## src/rtl/fetch_pkg.sv

```systemverilog
// Shared types and constants for the instruction fetch unit.
package fetch_pkg;

  localparam int          INST_W = 32;
  localparam logic [31:0] PC_INC = 32'd4;

  // One buffered fetch result: instruction word and the address it came from.
  typedef struct packed {
    logic [INST_W-1:0] inst;
    logic [31:0]       pc;
  } fetch_entry_t;

  // Force an address onto a word boundary; the low two bits are ignored.
  function automatic logic [31:0] align_pc(input logic [31:0] pc);
    return {pc[31:2], 2'b00};
  endfunction

endpackage

```

## src/rtl/fetch_fifo.sv

```systemverilog
// Instruction buffer: DEPTH-entry circular FIFO with synchronous clear.
// Occupancy is tracked by the owner, which never pushes when full and never
// pops when empty, so the buffer keeps only its read/write pointers.
module fetch_fifo
  import fetch_pkg::*;
#(
  parameter int DEPTH = 4
) (
  input  logic         i_clk,
  input  logic         i_rst_n,
  input  logic         i_clr,
  input  logic         i_push,
  input  fetch_entry_t i_push_data,
  input  logic         i_pop,
  output fetch_entry_t o_head
);

  localparam int PW = (DEPTH > 1) ? $clog2(DEPTH) : 1;

  fetch_entry_t  r_mem [DEPTH];
  logic [PW-1:0] r_wr_ptr;
  logic [PW-1:0] r_rd_ptr;

  function automatic logic [PW-1:0] ptr_inc(input logic [PW-1:0] p);
    return (p == PW'(DEPTH - 1)) ? '0 : p + PW'(1);
  endfunction

  // Data storage: written on push, no reset needed.
  always_ff @(posedge i_clk) begin
    if (i_push && !i_clr) begin
      r_mem[r_wr_ptr] <= i_push_data;
    end
  end

  // Pointer update; a clear discards everything, including a same-cycle push/pop.
  always_ff @(posedge i_clk or negedge i_rst_n) begin
    if (!i_rst_n) begin
      r_wr_ptr <= '0;
      r_rd_ptr <= '0;
    end else if (i_clr) begin
      r_wr_ptr <= '0;
      r_rd_ptr <= '0;
    end else begin
      if (i_push) r_wr_ptr <= ptr_inc(r_wr_ptr);
      if (i_pop)  r_rd_ptr <= ptr_inc(r_rd_ptr);
    end
  end

  assign o_head = r_mem[r_rd_ptr];

endmodule

```

## src/rtl/fetch_unit.sv

```systemverilog
// Instruction fetch unit: issues sequential word reads, buffers responses in
// order, and flushes on redirect while discarding responses still owed for
// requests issued before the redirect.
// Handshakes: a request transfers when o_imem_ren && i_imem_ready; a response
// is a single-cycle i_imem_valid pulse with no backpressure; an instruction
// transfers to decode when o_valid && i_ready.
module fetch_unit
  import fetch_pkg::*;
#(
  parameter logic [31:0] RESET_ADDR = 32'h0,
  parameter int          DEPTH      = 4
) (
  input  logic              i_clk,
  input  logic              i_rst_n,
  input  logic              i_imem_ready,
  output logic [31:0]       o_imem_raddr,
  output logic              o_imem_ren,
  input  logic              i_imem_valid,
  input  logic [INST_W-1:0] i_imem_rdata,
  output logic              o_valid,
  input  logic              i_ready,
  output logic [INST_W-1:0] o_inst,
  output logic [31:0]       o_pc,
  input  logic              i_redirect,
  input  logic [31:0]       i_redirect_pc
);

  localparam int CW = $clog2(DEPTH + 1);
  // Discard counter is wider than the buffer bound: redirects can stack up
  // stale requests faster than the memory returns them.
  localparam int DW = 16;

  logic [31:0]   r_fetch_pc;
  logic [31:0]   r_resp_pc;
  logic [CW-1:0] r_inflight;
  logic [CW-1:0] r_count;
  logic [DW-1:0] r_drop;

  logic          w_accept;
  logic          w_resp_live;
  logic          w_resp_stale;
  logic          w_push;
  logic          w_pop;
  logic [CW:0]   w_occupancy;
  logic [31:0]   w_target;
  fetch_entry_t  w_push_data;
  fetch_entry_t  w_head;

  assign w_target     = align_pc(i_redirect_pc);
  assign w_occupancy  = {1'b0, r_inflight} + {1'b0, r_count};
  // Only request when a buffer slot is reserved for the answer.
  assign o_imem_ren   = i_rst_n && !i_redirect && (w_occupancy < (CW + 1)'(DEPTH));
  assign o_imem_raddr = r_fetch_pc;
  assign w_accept     = o_imem_ren && i_imem_ready;
  assign w_resp_stale = i_imem_valid && (r_drop != '0);
  assign w_resp_live  = i_imem_valid && (r_drop == '0);
  assign w_push       = w_resp_live && !i_redirect;
  assign o_valid      = (r_count != '0);
  assign w_pop        = o_valid && i_ready && !i_redirect;
  assign w_push_data  = '{inst: i_imem_rdata, pc: r_resp_pc};

  // Request/response address tracking; both restart at the redirect target.
  always_ff @(posedge i_clk or negedge i_rst_n) begin
    if (!i_rst_n) begin
      r_fetch_pc <= RESET_ADDR;
      r_resp_pc  <= RESET_ADDR;
    end else if (i_redirect) begin
      r_fetch_pc <= w_target;
      r_resp_pc  <= w_target;
    end else begin
      if (w_accept) r_fetch_pc <= r_fetch_pc + PC_INC;
      if (w_push)   r_resp_pc  <= r_resp_pc + PC_INC;
    end
  end

  // Occupancy counters; on redirect every outstanding request becomes one to
  // discard, less any response that lands in the redirect cycle itself.
  always_ff @(posedge i_clk or negedge i_rst_n) begin
    if (!i_rst_n) begin
      r_inflight <= '0;
      r_count    <= '0;
      r_drop     <= '0;
    end else if (i_redirect) begin
      r_inflight <= '0;
      r_count    <= '0;
      r_drop     <= r_drop + DW'(r_inflight) - DW'(i_imem_valid);
    end else begin
      r_inflight <= r_inflight + CW'(w_accept) - CW'(w_resp_live);
      r_count    <= r_count + CW'(w_push) - CW'(w_pop);
      r_drop     <= r_drop - DW'(w_resp_stale);
    end
  end

  fetch_fifo #(.DEPTH(DEPTH)) u_fifo (
    .i_clk       (i_clk),
    .i_rst_n     (i_rst_n),
    .i_clr       (i_redirect),
    .i_push      (w_push),
    .i_push_data (w_push_data),
    .i_pop       (w_pop),
    .o_head      (w_head)
  );

  assign o_inst = o_valid ? w_head.inst : '0;
  assign o_pc   = o_valid ? w_head.pc   : '0;

endmodule

```

## config.mk

```make
export PLATFORM = sky130hd
export DESIGN_NAME = fetch_unit
export DESIGN_NICKNAME = d
export VERILOG_FILES = /design/src/rtl/fetch_pkg.sv /design/src/rtl/fetch_fifo.sv /design/src/rtl/fetch_unit.sv
export SDC_FILE = /design/constraint.sdc
export NUM_CORES = 1
export LEC_CHECK = 0
export BUFFER_PORTS_ARGS = -buffer_cell sky130_fd_sc_hd__clkbuf_2
export CAP_MARGIN = 20
export CORE_MARGIN = 5
export CORE_UTILIZATION = 60
export CTS_CLUSTER_SIZE = 25
export DETAILED_ROUTE_END_ITERATION = 12
export GPL_TIMING_DRIVEN = 0
export HOLD_SLACK_MARGIN = 0.08
export PLACE_DENSITY = 0.87
export SLEW_MARGIN = 20
export SYNTH_ARGS = -nofsm -noshare
export SYNTH_HDL_FRONTEND = slang
export SYNTH_SLANG_ARGS = --single-unit
```

## constraint.sdc

```tcl
create_clock -name i_clk -period 5.4 [get_ports i_clk]
set_input_delay 0.27 -clock i_clk [delete_from_list [all_inputs] [get_ports i_clk]]
set_output_delay 0.27 -clock i_clk [all_outputs]
set_load 0.02 [all_outputs]
```

Word level (Yosys, flattened, before mapping)
Memory sizes are Yosys's and may differ from the RTL's.
Cells that the tools add are included.
W data, S select, Z words.
{"block": "word_totals", "ram_bits": 256, "out_inout_bits": 98, "word_cells": 56, "ff_bits": 90, "memories": 1, "input_bits": 70}
{"block": "op_classes", "eq_ne": 2, "order_cmp": 1, "reduce_logical": 16, "muxes": 17, "addsub": 12}
{"memory": "u_fifo.r_mem", "depth": 4, "width": 64, "read_ports": 1, "rd_clocked_by_memory_dff": 0, "write_ports": 1, "line": "fetch_fifo.sv:20", "rtl": "fetch_entry_t r_mem [DEPTH];"}
{"op": "$mux W32", "count": 6}
{"op": "$add A32 B3 Y32 const B", "count": 2}
{"op": "$sub A16 B1 Y16", "count": 2}
{"op": "$add A16 B3 Y16", "count": 1}
{"op": "$logic_not A16 Y1", "count": 1}
{"op": "$mux W16", "count": 1}
{"op": "$reduce_bool A16 Y1", "count": 1}
{"op": "$mux W2", "count": 6}
{"op": "$logic_and A1 B1 Y1", "count": 9}
{"op": "$add A3 B1 Y3", "count": 2}
{"op": "$mux W3", "count": 2}
{"op": "$reduce_bool A2 Y1", "count": 3}
{"op": "$sub A3 B1 Y3", "count": 2}
{"op": "$add A2 B1 Y2 const B", "count": 2}
{"op": "$add A3 B3 Y4", "count": 1}
{"op": "$eq A2 B2 Y1 const B", "count": 2}
{"op": "$lt A4 B3 Y1 const B", "count": 1}
{"op": "$reduce_bool A3 Y1", "count": 1}
{"op": "$mux W1", "count": 2}
{"op": "$logic_not A1 Y1", "count": 1}

Depth between registers and ports, before layout
Gate-level depths: netlist (run 1).
{"block": "logic_depth", "word_depth": 7, "ltp_mapped": 14, "mapped_depth_nobuf": 13}

Modules after synthesis
Synthesis (run 1) repeated with hierarchy kept, for this count alone.
{"block": "unflattened", "cells_unflattened": 1065, "area_unflattened_um2": 15798.9}
{"module": "fetch_fifo", "cells_each": 360, "instances": 1, "area_each_um2": 9545.4, "seq_area_each_um2": 7787.5}
{"module": "fetch_unit", "cells_each": 705, "instances": 1, "area_each_um2": 6253.5, "seq_area_each_um2": 2052.0}

Least setup slack after synthesis (run 1)
No wires, ideal clock.
{"block": "synth_path", "path_kind": "reg2reg", "start": "reg r_drop[8]", "end": "mem u_fifo.r_mem[1][10] in the netlist's numbering, enable pin", "stages_incl_launch_ff": 8, "path_slack_ps": 2034, "t_required_ps": 4973, "setup_time_ps": 427, "t_arrival_ps": 2939, "synth_period_minus_slack_ps": 3366, "path_buffers": 1, "cell_sequence": "dfrtp_1 inv_1 ha_1 and4_1 nand4_1 inv_1 buf_2 and3_1"}
{"block": "synth_between", "elab_chain_len": 6}
{"item": "from (decl)", "line": "fetch_unit.sv:37", "rtl": "logic [DW-1:0] r_drop;"}
{"item": "from (signal assigned)", "line": "fetch_unit.sv:86", "rtl": "r_drop <= r_drop + DW'(r_inflight) - DW'(i_imem_valid);"}
{"item": "from (signal assigned)", "line": "fetch_unit.sv:90", "rtl": "r_drop <= r_drop - DW'(w_resp_stale);"}
{"item": "$logic_not A16 Y1", "line": "fetch_unit.sv:56", "rtl": "assign w_resp_live = i_imem_valid && (r_drop == '0);"}
{"item": "$logic_and A1 B1 Y1", "line": "fetch_unit.sv:56"}
{"item": "$logic_and A1 B1 Y1", "line": "fetch_unit.sv:57", "rtl": "assign w_push = w_resp_live && !i_redirect;"}
{"item": "$logic_and A1 B1 Y1", "line": "fetch_fifo.sv:30", "rtl": "if (i_push && !i_clr) begin"}
{"item": "$mux W1", "line": "fetch_fifo.sv:30"}
{"item": "$mux W1 (not written as such)", "line": "fetch_fifo.sv:31", "rtl": "r_mem[r_wr_ptr] <= i_push_data;"}
{"item": "to (decl)", "line": "fetch_fifo.sv:20"}
Every way passes these cells.

Final worst setup path (run 1)
{"block": "layout_path", "start": "reg r_drop[0]", "end": "reg r_drop[14]"}
{"block": "layout_between", "elab_chain_len": 4, "word_cells_on_any_way": 6, "classes_between": "3 x add/sub; 1 x mux; 2 x reduce/logical"}
{"item": "branches (longest 3 deep; another with $add A16 B3 Y16)"}
{"item": "$mux W16 *", "line": "fetch_unit.sv:83", "rtl": "end else if (i_redirect) begin"}
Mark *: on every way between the ends.
A chain may end at the register's enable or synchronous reset.

==> results.md, run 1 <==
* Status: finished, final reports clean
* CTS Root Buffer Type: clkbuf_16
* Die area at 28800 um^2
* Clk_lat worst skew at 0.51 ns
* Register area share after synthesis at 62.6%
* Period utilisation layout at 63.3%
* Final HPWL DP at 23800 um
* Largest net degree at the start of global routing at 88
* Postcts setup bufs at 0
* Final #Nets at 1441
* Htree depth at 2
* Die height at 170 um
* Clock skew at 0.0236 ns
* FMAX at 292 MHz
* Layout cells sized above 1 at 24.6%
* First-pass GRT wire length at 58600 um
* Routed vias/inst at 6.00
* Most frequent cells in the layout: edfxtp_1, clkbuf_2, dfrtp_1
* Area grow syn2layout at 20.2%
* Post-route antenna net violation count at 0
* Worst Path Class, Setup: flip-flop to flip-flop
* Cell Area, Synth at 15300 um^2
* Worst path cell trace: inv_1 > ha_1 > inv_1 > ha_1 > inv_1 > fa_1 > nor2b_1 > nor3_1 > o41ai_1 > a31oi_1 > o41a_1 > o211ai_1
* Synth Instances at 1052
* Cts bufs inserted at 34
* Min Hold Slack at 0.0980 ns
* Worst-Margin Slew at 0.879 ns
* Critical path fanouts, max at 4
* Family with the most delay on the worst path: compound AO/OA/AOI/OAI gates
* Asr flop ratio synth at 25.7%
* Slew headroom at 40.7%
* Die Wd at 170 um
* # DRC at 0
* I/O Pins at 168
* Post-synth EDFFs at 248
* Clk slew on worst S/H paths at 0.07 ns
* Hold Crit Class: input pin to flip-flop
* Endpoints failing hold at 0
* Power Density at 374 nW/um^2
* DR pass1 iterations at 5
* Iteration-0 DRC Markers at 1031
* Required time worst endpoint at 5.82 ns
* Max Slew Vio Count at 0
* Placed Cells at 1550
* Bufs on Longest Clock Path at 3
* GP Congestion at 0.895
* Site Rows at 58
* Fin util at 73.1%
* Synth unique cells at 61
* Crit path capture type: flip-flop
* Number of global-route vias before repair at 10400
* Primary FF master, synth: edfxtp_1
* Syn_area_per_cell at 14.6 um^2
* FF+latch count, synth at 334
* Avg WL per Cell at 22.5 um
* Number of diodes at 0
* WL final at 37600 um
* Non-Filler Instances at 1671
* Slowest stage delay, CP at 0.78 ns
* Yosys warns at 0
* Most frequent CP cell: inv_1
* Overflow after GRT at 0
* Max cap viols at 0
* # port buffers at 161
* Maximum VDD drop at 0.410 mV
* CP Data Arrival Time at 3.84 ns
* Cts repair resizes at 0
* Most common cell after layout, fill and taps aside: edfxtp_1
* CP Buf/Inv Count at 3
* # setup viols final at 0
* Starting Density at 60.8%
* Minimum clock period at 3.42 ns
* CTS tree: done
* Initial antenna violation count at 0
* Setup crit start kind: flip-flop
* Pleak at 7.02 nW
* CORE AREA at 25200 um^2
* RSZ-0062 raised after global routing: false
* Slowest CP cell: o41ai_1
* Via count at 10000
* # clock sinks at 334
* Setup TNS at 0 ns
* Total Power at 6.89 mW
* Total GRT Usage at 26.3%
final cells by class:
class	count	area, um^2
multi-input cells	621	5350
fillers	1496	6770
plain buffers	45	196
flip-flops and latches	334	9600
repair buffers	226	1520
clock inverters	11	156
well taps	330	413
inverters	55	206
clock buffers	49	968
synth_stat cells (6+ instances only):
cell type  number  area share [%]
buf_2          10            0.33
o211ai_1       10            0.49
and3_1         19            0.78
dfrtp_1        86              14
o21ai_0        28            0.91
clkbuf_1       28            0.69
nand4_1        19            0.78
xor2_1         17            0.97
nor2_1         44             1.1
nand2_1        65             1.6
and4_1          6            0.34
ha_1           51             4.2
nor2b_1         8            0.33
nand3_1        28            0.91
a21oi_1        20            0.65
inv_1          54             1.3
a31oi_1        10            0.41
mux2_2         25             1.8
mux4_2         62             9.1
edfxtp_1      248              49
xnor2_1        53             3.0
nor3_1         15            0.49
and2_1         68             2.8
what timing repair did:
item	4_1_cts	5_1_grt
endpoints found under the setup margin	0	0
hold endpoints to repair	268	0
hold buffers	61	0
worst paths after layout:
path	startpoint	end	slack (ns)	cells after the start
setup reg to reg	r_drop[0]	r_drop[14]	1.98	12
setup / recovery	r_drop[0]	r_drop[14]	1.98	12
hold reg to reg	r_resp_pc[10]	u_fifo.r_mem[2][10]	0.59	0
max in group asynchronous	i_rst_n	r_resp_pc[20]	4.49	2
hold / removal	i_redirect_pc[30]	r_resp_pc[30]	0.1	3
min in group asynchronous	i_rst_n	r_drop[5]	0.39	2
stage by stage:
step	worst slack (ns)	instance area (um^2)
after floorplan	2.03	15300
after global placement	0.660	16600
after detailed placement	2.05	16700
after CTS	1.99	18400
after global routing	1.74	18400
final	1.98	18400
sequential cells by signal, summed over array words and instances, names as in the netlist:
| name | cells |
|---|---|
| u_fifo.r_mem | 248 |
| o_imem_raddr | 30 |
| r_resp_pc | 30 |
| r_drop | 16 |
| r_count | 3 |
| r_inflight | 3 |
| u_fifo.r_rd_ptr | 2 |
| u_fifo.r_wr_ptr | 2 |
per-layer routing:
metal | share of wire [%] | GRT usage, %
met1 | 39 | 36.1
met2 | 50 | 44.1
met3 | 8.6 | 5.29
met4 | 2.2 | 6.37
met5 | 0 | 0
power by group:
| part | total (mW) | switching [mW] | internal (mW) |
|---|---|---|---|
| logic | 1.52 | 0.871 | 0.653 |
| clock network | 2.34 | 0.942 | 1.40 |
| registers | 3.03 | 0.139 | 2.89 |
worst min-delay path, stage by stage:
cell and delay (ns):
clkbuf_2 0.07, and2_1 0.14, a21o_1 0.10
logic make-up (layout without fill, tap and decap cells):
| kind of cell | after synthesis | after routing | synth area share, % |
|---|---|---|---|
| adder cells (fa/ha/maj) | 54 | 54 | 4.56 |
| AND/OR/NAND/NOR | 300 | 300 | 10.6 |
| buffers and inverters | 100 | 386 | 2.63 |
| multiplexers | 92 | 92 | 11.3 |
| XOR/XNOR | 70 | 70 | 4.00 |
| AO/OA/AOI/OAI | 101 | 101 | 4.27 |
| other | 1 | 4 | 0.0245 |
| flip-flops | 334 | 334 | 62.6 |
Note: power is estimated with default switching activity, not from simulation.
==> run 2, diff against run 1 <==
--- a/config.mk
+++ b/config.mk
@@ -5,6 +5,7 @@
 export SDC_FILE = /design/constraint.sdc
 export NUM_CORES = 1
 export LEC_CHECK = 0
+export ABC_AREA = 1
 export BUFFER_PORTS_ARGS = -buffer_cell sky130_fd_sc_hd__clkbuf_2
 export CAP_MARGIN = 20
 export CORE_MARGIN = 5
==> constraint.sdc (replaced) <==
create_clock -name i_clk -period 3.19 [get_ports i_clk]
set_input_delay 0.1595 -clock i_clk [delete_from_list [all_inputs] [get_ports i_clk]]
set_output_delay 0.1595 -clock i_clk [all_outputs]
set_load 0.02 [all_outputs]
==> run 2 against run 1 <==
  * Synthesized area increased by 8.5%
  * Clock power increased by 85%
  * Clock-buffer cell count decreased by 8
  * Register-to-register slack got worse by 1.7 ns
  * Non-clock buffer count increased by 38
  * Critical path depth increased by 2
  * Worst hold slack improved by 0.037 ns
  * Fmax increased by 17%
==> results.md, run 2 <==
* Status: finished, final reports clean
* Maximum VDD drop at 0.554 mV (+35%)
* Clock skew at 0.0216 ns (-0.00196 ns)
* Htree depth at 2 (unchanged)
* Max cap viols at 0 (unchanged)
* Most frequent cells in the layout: nor2_1, nand2_1, edfxtp_1
* # setup viols final at 0 (unchanged)
* Main area contributors after synthesis: edfxtp_1, dfrtp_1, nor2_1
* Pleak at 8.54 nW (+22%)
* Yosys warns at 0 (unchanged)
* Die Wd at 176 um (+3.9%)
* Post-route antenna net violation count at 0 (unchanged)
* Switching Share at 31.4% (+3.0 points)
* Endpoints failing hold at 0 (unchanged)
* Critical path fanouts, max at 10 (+6)
* Combinational power share at 23.4% (+1.3 points)
* Launching point of the worst reg2reg path: r_drop[10]
* Required time worst endpoint at 3.63 ns (-2.19 ns)
* Bufs on Longest Clock Path at 3 (unchanged)
* Asr flop ratio synth at 25.7% (unchanged)
* FF-to-FF setup slack at 0.27 ns (-1.71 ns)
* Final HPWL DP at 31400 um (+32%)
* DR pass1 iterations at 5 (unchanged)
* Period utilisation layout at 91.5% (+28 points)
* Total Power at 12.4 mW (+80%)
* GP Congestion at 0.966 (+7.9%)
* Via count at 14300 (+42%)
* WHS Endpoint: r_resp_pc[10]
* CP Data Arrival Time at 3.36 ns (-0.48 ns)
* Hold Crit Depth at 4 (+1)
* Clk pwr share at 34.9% (+0.9 points)
* Multi-input logic area at 6050 um^2 (+13%)
* P_sw at 3.88 mW (+99%)
* Most instantiated library cell after synthesis: nor2_1
* Fin util at 73.2% (+0.097 points)
* Routed vias/inst at 5.77 (-3.8%)
* Iteration-0 DRC Markers at 1555 (+51%)
* Hold_sp: i_imem_valid
* FMAX at 343 MHz (+17%)
* R2r worst-path depth at 14 (+2)
* Most common cell after layout, fill and taps aside: nor2_1
* CORE AREA at 27600 um^2 (+9.4%)
* Slew headroom at 41.1% (+0.45 points)
* WL final at 47600 um (+27%)
* Largest Register: u_fifo.r_mem
* Primary FF master, synth: edfxtp_1
* Die area at 31100 um^2 (+8.0%)
* Non-Filler Instances at 2475 (+48%)
* Post-synth top area cell: edfxtp_1
* CTS Root Buffer Type: clkbuf_16
* Minimum clock period at 2.92 ns (-0.501 ns)
* Int Pwr at 8.50 mW (+72%)
* Largest net degree at the start of global routing at 88 (unchanged)
* Pre-CTS setup slack at 0.0157 ns (-2.03 ns)
* Setup crit start kind: flip-flop
* Setup WS post-layout at 0.271 ns (-1.71 ns)
* CTS tree: done
* Number of flip-flops under the largest register name at 248 (unchanged)
* Number of global-route vias before repair at 14200 (+37%)
* Overflow after GRT at 0 (unchanged)
* First-pass GRT wire length at 74800 um (+28%)
* Max Slew Vio Count at 0 (unchanged)
* Cts bufs inserted at 35 (+2.9%)
* Site Rows at 61 (+5.2%)
* Min Hold Slack at 0.135 ns (+0.0372 ns)
* # port buffers at 160 (-0.62%)
* Initial antenna violation count at 1 (+1)
* FF-to-FF End: r_count[2]
* I/O Pins at 168 (unchanged)
* Clk slew on worst S/H paths at 0.07 ns (about the same)
* Starting Density at 60.4% (-0.50 points)
* Top-area cell type share of the netlist area at 44.8% (-3.8 points)
* FF+latch count, synth at 334 (unchanged)
* Total GRT Usage at 30.2% (+3.9 points)
* Seq pwr share at 41.7% (-2.2 points)
* Post-synth EDFFs at 248 (unchanged)
* Final #Nets at 2193 (+52%)
* # clock sinks at 334 (unchanged)
* RSZ-0062 raised after global routing: false
* Crit path capture type: flip-flop
* # DRC at 0 (unchanged)
* Syn_area_per_cell at 9.30 um^2 (-36%)
* Power Density at 614 nW/um^2 (+64%)
* Commonest cells in the netlist: nor2_1, nand2_1, edfxtp_1, inv_1, o21ai_0
* Clk_lat worst skew at 0.53 ns (+0.02 ns)
* Die height at 176 um (+3.9%)
* Avg WL per Cell at 19.2 um (-14%)
* Register area share after synthesis at 57.7% (-4.9 points)
* Synth Instances at 1788 (+70%)
* Placed Cells at 2341 (+51%)
* Synth unique cells at 46 (-25%)
* # fillers at 1855 (+24%)
* Hold Crit Class: input pin to flip-flop
* Cell Area, Synth at 16600 um^2 (+8.5%)
* Worst-Margin Slew at 0.883 ns (+0.00481 ns)
* Seq. cell area at 9600 um^2 (unchanged)
* Layout cells sized above 1 at 14.6% (-10 points)
* Worst Path Class, Setup: flip-flop to flip-flop
* Area grow syn2layout at 21.3%
-- run 2: changes by cell type after synthesis, moves of 9 or more --
cell     previous run  this run
nand2_1            65       326
nor2_1             44       345
o21ai_0            28       159
inv_1              54       168
nor2_2              0         9
mux2_2             25         0
nand3_1            28        97
a21oi_1            20        89
and2_1             68         3
and3_1             19         1
mux4_2             62         0
xnor2_1            53         6
-- run 2: worst max-delay path by stage --
stage	from	end	slack (ns)	cells past startpoint
detailed placement	r_drop[4]	u_fifo.r_mem[3][58]	0.02	11
floorplan	r_drop[7]	u_fifo.r_mem[0][10]	-0.26	8
global placement	r_drop[7]	u_fifo.r_mem[3][58]	-1.64	8
finish	r_drop[10]	r_count[2]	0.27	14
global route	r_drop[10]	r_count[2]	0.06	14
CTS	r_count[1]	r_count[2]	0.09	12
-- run 2: power by group through the flow --
| stage | Combinational, mW | Clock, mW | Sequential (mW) |
|---|---|---|---|
| 2_1_floorplan | 2.04 | 0 | 5.22 |
| 3_3_place_gp | 2.71 | 0 | 5.23 |
| 3_5_place_dp | 2.79 | 0 | 5.24 |
| 4_1_cts | 2.87 | 4.33 | 5.16 |
| 5_1_grt | 3.31 | 4.51 | 5.19 |
| 6_report | 2.90 | 4.32 | 5.17 |
-- run 2: metrics by stage --
step	TNS, ns	area [um^2]
CTS	0	20100
global placement	-398.36	17900
finish	0	20200
global route	0	20200
detailed placement	0	18300
floorplan	-65.44	16600
-- run 2: per-layer routing --
layer | vias up | track usage, % | wire length [um]
li1 | 6514 | - | -
met1 | 6701 | 38.8 | 17700
met2 | 916 | 51.9 | 23300
met3 | 151 | 5.87 | 5040
met4 | 0 | 10.3 | 1560
met5 | - | 0 | 0
-- run 2: logic make-up (layout without fill, tap and decap cells) --
family          Yosys count  count (layout)  share of synthesized area [%]
compound gates          283             283                           9.03
simple gates            842             842                           21.3
flops                   334             334                           57.7
other cells               1               5                         0.0226
xor+xnor                 29              29                           1.53
fa+ha+maj                54              54                           4.20
mux                       1               1                         0.0602
buf+inv                 244             549                           6.16
-- run 2: final cells by class --
cell class | instances | share of cell area [%]
Buffer | 68 | 1.73
Clock buffer | 41 | 4.56
Clock inverter | 23 | 1.45
Multi-Input combinational cell | 1213 | 30.0
Tap cell | 378 | 2.34
Timing Repair Buffer | 241 | 8.96
Sequential cell | 334 | 47.6
Antenna cell | 1 | 0.0124
Inverter | 176 | 3.35
-- run 2: worst max-delay path, stage by stage, from the launching register on --
cell	delay, ns
dfrtp_1	0.42
inv_1	0.14
ha_1	0.27
nand2_1	0.13
nor3_4	0.18
nand4_4	0.19
nor2_8	0.19
inv_4	0.11
ha_1	0.29
inv_1	0.06
ha_1	0.13
inv_1	0.05
fa_1	0.38
and3_1	0.18
nor3_1	0.13
-- run 2: what timing repair did --
| item | in CTS | in global routing |
|---|---|---|
| setup endpoints to repair | 8 | 1 |
| pin swaps | 1 | 1 |
| gates resized for setup | 0 | 2 |
| endpoints found under the hold margin | 273 | 0 |
| hold buffers | 66 | 0 |
| setup buffers | 1 | 2 |
==> run 3, diff against run 2 <==
--- a/config.mk
+++ b/config.mk
@@ -12,9 +12,10 @@
 export CORE_UTILIZATION = 60
 export CTS_CLUSTER_SIZE = 25
 export DETAILED_ROUTE_END_ITERATION = 12
-export GPL_TIMING_DRIVEN = 0
+export GPL_TIMING_DRIVEN = 1
 export HOLD_SLACK_MARGIN = 0.08
 export PLACE_DENSITY = 0.87
+export SETUP_SLACK_MARGIN = 0.1
 export SLEW_MARGIN = 20
 export SYNTH_ARGS = -nofsm -noshare
 export SYNTH_HDL_FRONTEND = slang
==> run 3 against run 2 <==
  * Critical path depth did not move
  * Clock skew fell by 0.0097 ns
  * Clock-buffer cell count rose by 7
  * Cell area fell by 2.8%
  * Sequential share of layout area rose by 1.4 points
  * First-iteration DRC count fell by 8.0%
  * Fmax rose by 1.2%
  * Total power fell by 2.5%
  * Sequential cell count did not move
  * Critical endpoint unchanged
==> results.md, run 3 (synthesis results as in run 2) <==
* Initial antenna violation count at 0 (-1)
* Pleak at 8.27 nW (-3.1%)
* CP Buf/Inv Count at 4 (unchanged)
* Worst Path Class, Setup: flip-flop to flip-flop
* I/O Pins at 168 (unchanged)
* Fin util at 71.2% (-2.0 points)
* Postcts setup bufs at 0 (-1)
* Required time worst endpoint at 3.61 ns (-0.02 ns)
* Cts repair resizes at 0 (unchanged)
* WL final at 43400 um (-8.8%)
* Family with the most delay on the worst path: simple AND/OR/NAND/NOR gates
* Period utilisation layout at 90.4% (-1.1 points)
* Avg WL per Cell at 18.0 um (-6.2%)
* FMAX at 347 MHz (+1.2%)
* CTS Hold Bufs at 65 (-1.5%)
* Final instance area at 19600 um^2 (-2.8%)
* # port buffers at 161 (+0.63%)
* Endpoints failing hold at 0 (unchanged)
* Min Hold Slack at 0.170 ns (+0.0353 ns)
* CTS Root Buffer Type: clkbuf_16
* Site Rows at 61 (unchanged)
* Clk slew on worst S/H paths at 0.06 ns (about the same)
* Worst-Margin Slew at 0.805 ns (-0.0785 ns)
* Maximum VDD drop at 0.498 mV (-10%)
* Largest Register: u_fifo.r_mem
* Critical path fanouts, max at 10 (unchanged)
* Starting Density at 60.4% (unchanged)
* Int Pwr at 8.26 mW (-2.8%)
* Iteration-0 DRC Markers at 1431 (-8.0%)
* Bufs on Longest Clock Path at 3 (unchanged)
* CTS tree: done
* Crit path capture type: flip-flop
* Slowest stage delay, CP at 0.41 ns (about the same)
* RSZ-0062 raised after global routing: false
* Area grow syn2layout at 17.9%
* Via count at 13700 (-4.0%)
* P_sw at 3.81 mW (-1.8%)
* CORE AREA at 27600 um^2 (unchanged)
* Final HPWL DP at 27300 um (-13%)
* Total Power at 12.1 mW (-2.5%)
* Most frequent cells in the layout: nor2_1, nand2_1, edfxtp_1
* Layout cells sized above 1 at 13.5% (-1.1 points)
* Die area at 31100 um^2 (unchanged)
* Post-route antenna net violation count at 0 (unchanged)
* Final #Nets at 2128 (-3.0%)
* Slew headroom at 46.3% (+5.2 points)
* Clk_lat worst skew at 0.52 ns (about the same)
* Largest net degree at the start of global routing at 127 (+44%)
* Clk pwr share at 33.1% (-1.8 points)
* GP Congestion at 0.950 (-1.6%)
* Total GRT Usage at 27.4% (-2.8 points)
* # clock sinks at 334 (unchanged)
* Worst path cell trace: inv_1 > ha_1 > nand2_1 > nor2_1 > nand4_4 > nor2_8 > inv_4 > ha_1 > inv_1 > ha_1 > inv_1 > fa_1 > and3_1 > nor3_1
* Power Density at 616 nW/um^2 (+0.27%)
* Clock skew at 0.0119 ns (-0.00971 ns)
* Number of global-route vias before repair at 13400 (-5.9%)
* Htree depth at 2 (unchanged)
* Routed vias/inst at 5.70 (-1.2%)
* # DRC at 0 (unchanged)
* Minimum clock period at 2.88 ns (-0.0352 ns)
* Max cap viols at 0 (unchanged)
* DP Area at 17800 um^2 (-2.3%)
* Most common cell after layout, fill and taps aside: nor2_1
* Cts bufs inserted at 34 (-2.9%)
* Switching Share at 31.6% (+0.22 points)
* Die Wd at 176 um (unchanged)
* # setup viols final at 0 (unchanged)
* First-pass GRT wire length at 68600 um (-8.3%)
* Number of flip-flops under the largest register name at 248 (unchanged)
* CP Data Arrival Time at 3.30 ns (-0.06 ns)
* Seq pwr share at 42.7% (+1.0 points)
* Die height at 176 um (unchanged)
* Combinational power share at 24.1% (+0.7 points)
* Setup crit start kind: flip-flop
* Max Slew Vio Count at 0 (unchanged)
* Status: finished, final reports clean
* Number of diodes at 0 (-1)
* Overflow after GRT at 0 (unchanged)
* Slowest CP cell: dfrtp_1
* DR pass1 iterations at 6 (+1)
* Hold Crit Class: input pin to flip-flop
## run 3: cell count changes in the layout (fill, tap and decap cells not counted), moves of 3 or more
cell / previous run / this run
clkbuf_1: 39 / 10
clkinv_2: 6 / 1
bufinv_16: 6 / 3
buf_6: 5 / 0
buf_12: 2 / 7
buf_2: 18 / 0
buf_1: 4 / 0
buf_16: 10 / 0
buf_4: 9 / 13
## run 3: worst paths after layout
| check | endpoint | cells after the start | slack, ns | startpoint |
|---|---|---|---|---|
| worst max register to register | r_count[2] | 14 | 0.31 | r_drop[6] |
| worst min register to register | o_imem_raddr[4] | 2 | 0.59 | o_imem_raddr[4] |
| worst min-delay path | r_drop[5] | 4 | 0.17 | i_redirect |
| worst max-delay path | r_count[2] | 14 | 0.31 | r_drop[6] |
| max in group asynchronous | u_fifo.r_rd_ptr[0] | 4 | 1.71 | i_rst_n |
| min in group asynchronous | o_imem_raddr[21] | 3 | 0.27 | i_rst_n |
## run 3: layer usage
layer | vias to the layer above | share of wire (%) | GRT usage, %
met5 | - | 0 | 0
met1 | 6437 | 38 | 35.3
met4 | 0 | 3.0 | 8.51
li1 | 6380 | - | -
met3 | 129 | 9.7 | 5.37
met2 | 770 | 49 | 47.4
## run 3: area by class of cell
cell class	instances	area (um^2)
flip-flops and latches	334	9600
clock buffers	48	955
clock inverters	12	160
multi-input cells	1213	6050
inverters	176	676
well taps	378	473
repair buffers	245	1690
fillers	1886	7950
## run 3: stage by stage
step | std cells | worst slack (ns) | TNS (ns)
6_report | 2406 | 0.306 | 0
5_1_grt | 2406 | 0.138 | 0
3_3_place_gp | 2281 | 0.449 | 0
4_1_cts | 2406 | 0.304 | 0
2_1_floorplan | 1791 | -0.264 | -65.44
3_5_place_dp | 2281 | 0.333 | 0
## run 3: power by group through the flow
stage	Sequential [mW]	Clock [mW]	Combinational (mW)
after floorplan	5.22	0	2.04
after global placement	5.22	0	2.68
after detailed placement	5.23	0	2.77
after CTS	5.15	4.02	2.87
after global routing	5.18	4.21	3.32
final	5.16	4.00	2.91
## run 3: worst reg2reg max path: stages (launching register included)
cell and delay (ns):
dfrtp_1 0.41, inv_1 0.15, ha_1 0.22, nand2_1 0.09, nor2_1 0.23, nand4_4 0.21
nor2_8 0.15, inv_4 0.10, ha_1 0.28, inv_1 0.06, ha_1 0.13, inv_1 0.05
fa_1 0.37, and3_1 0.17, nor3_1 0.17
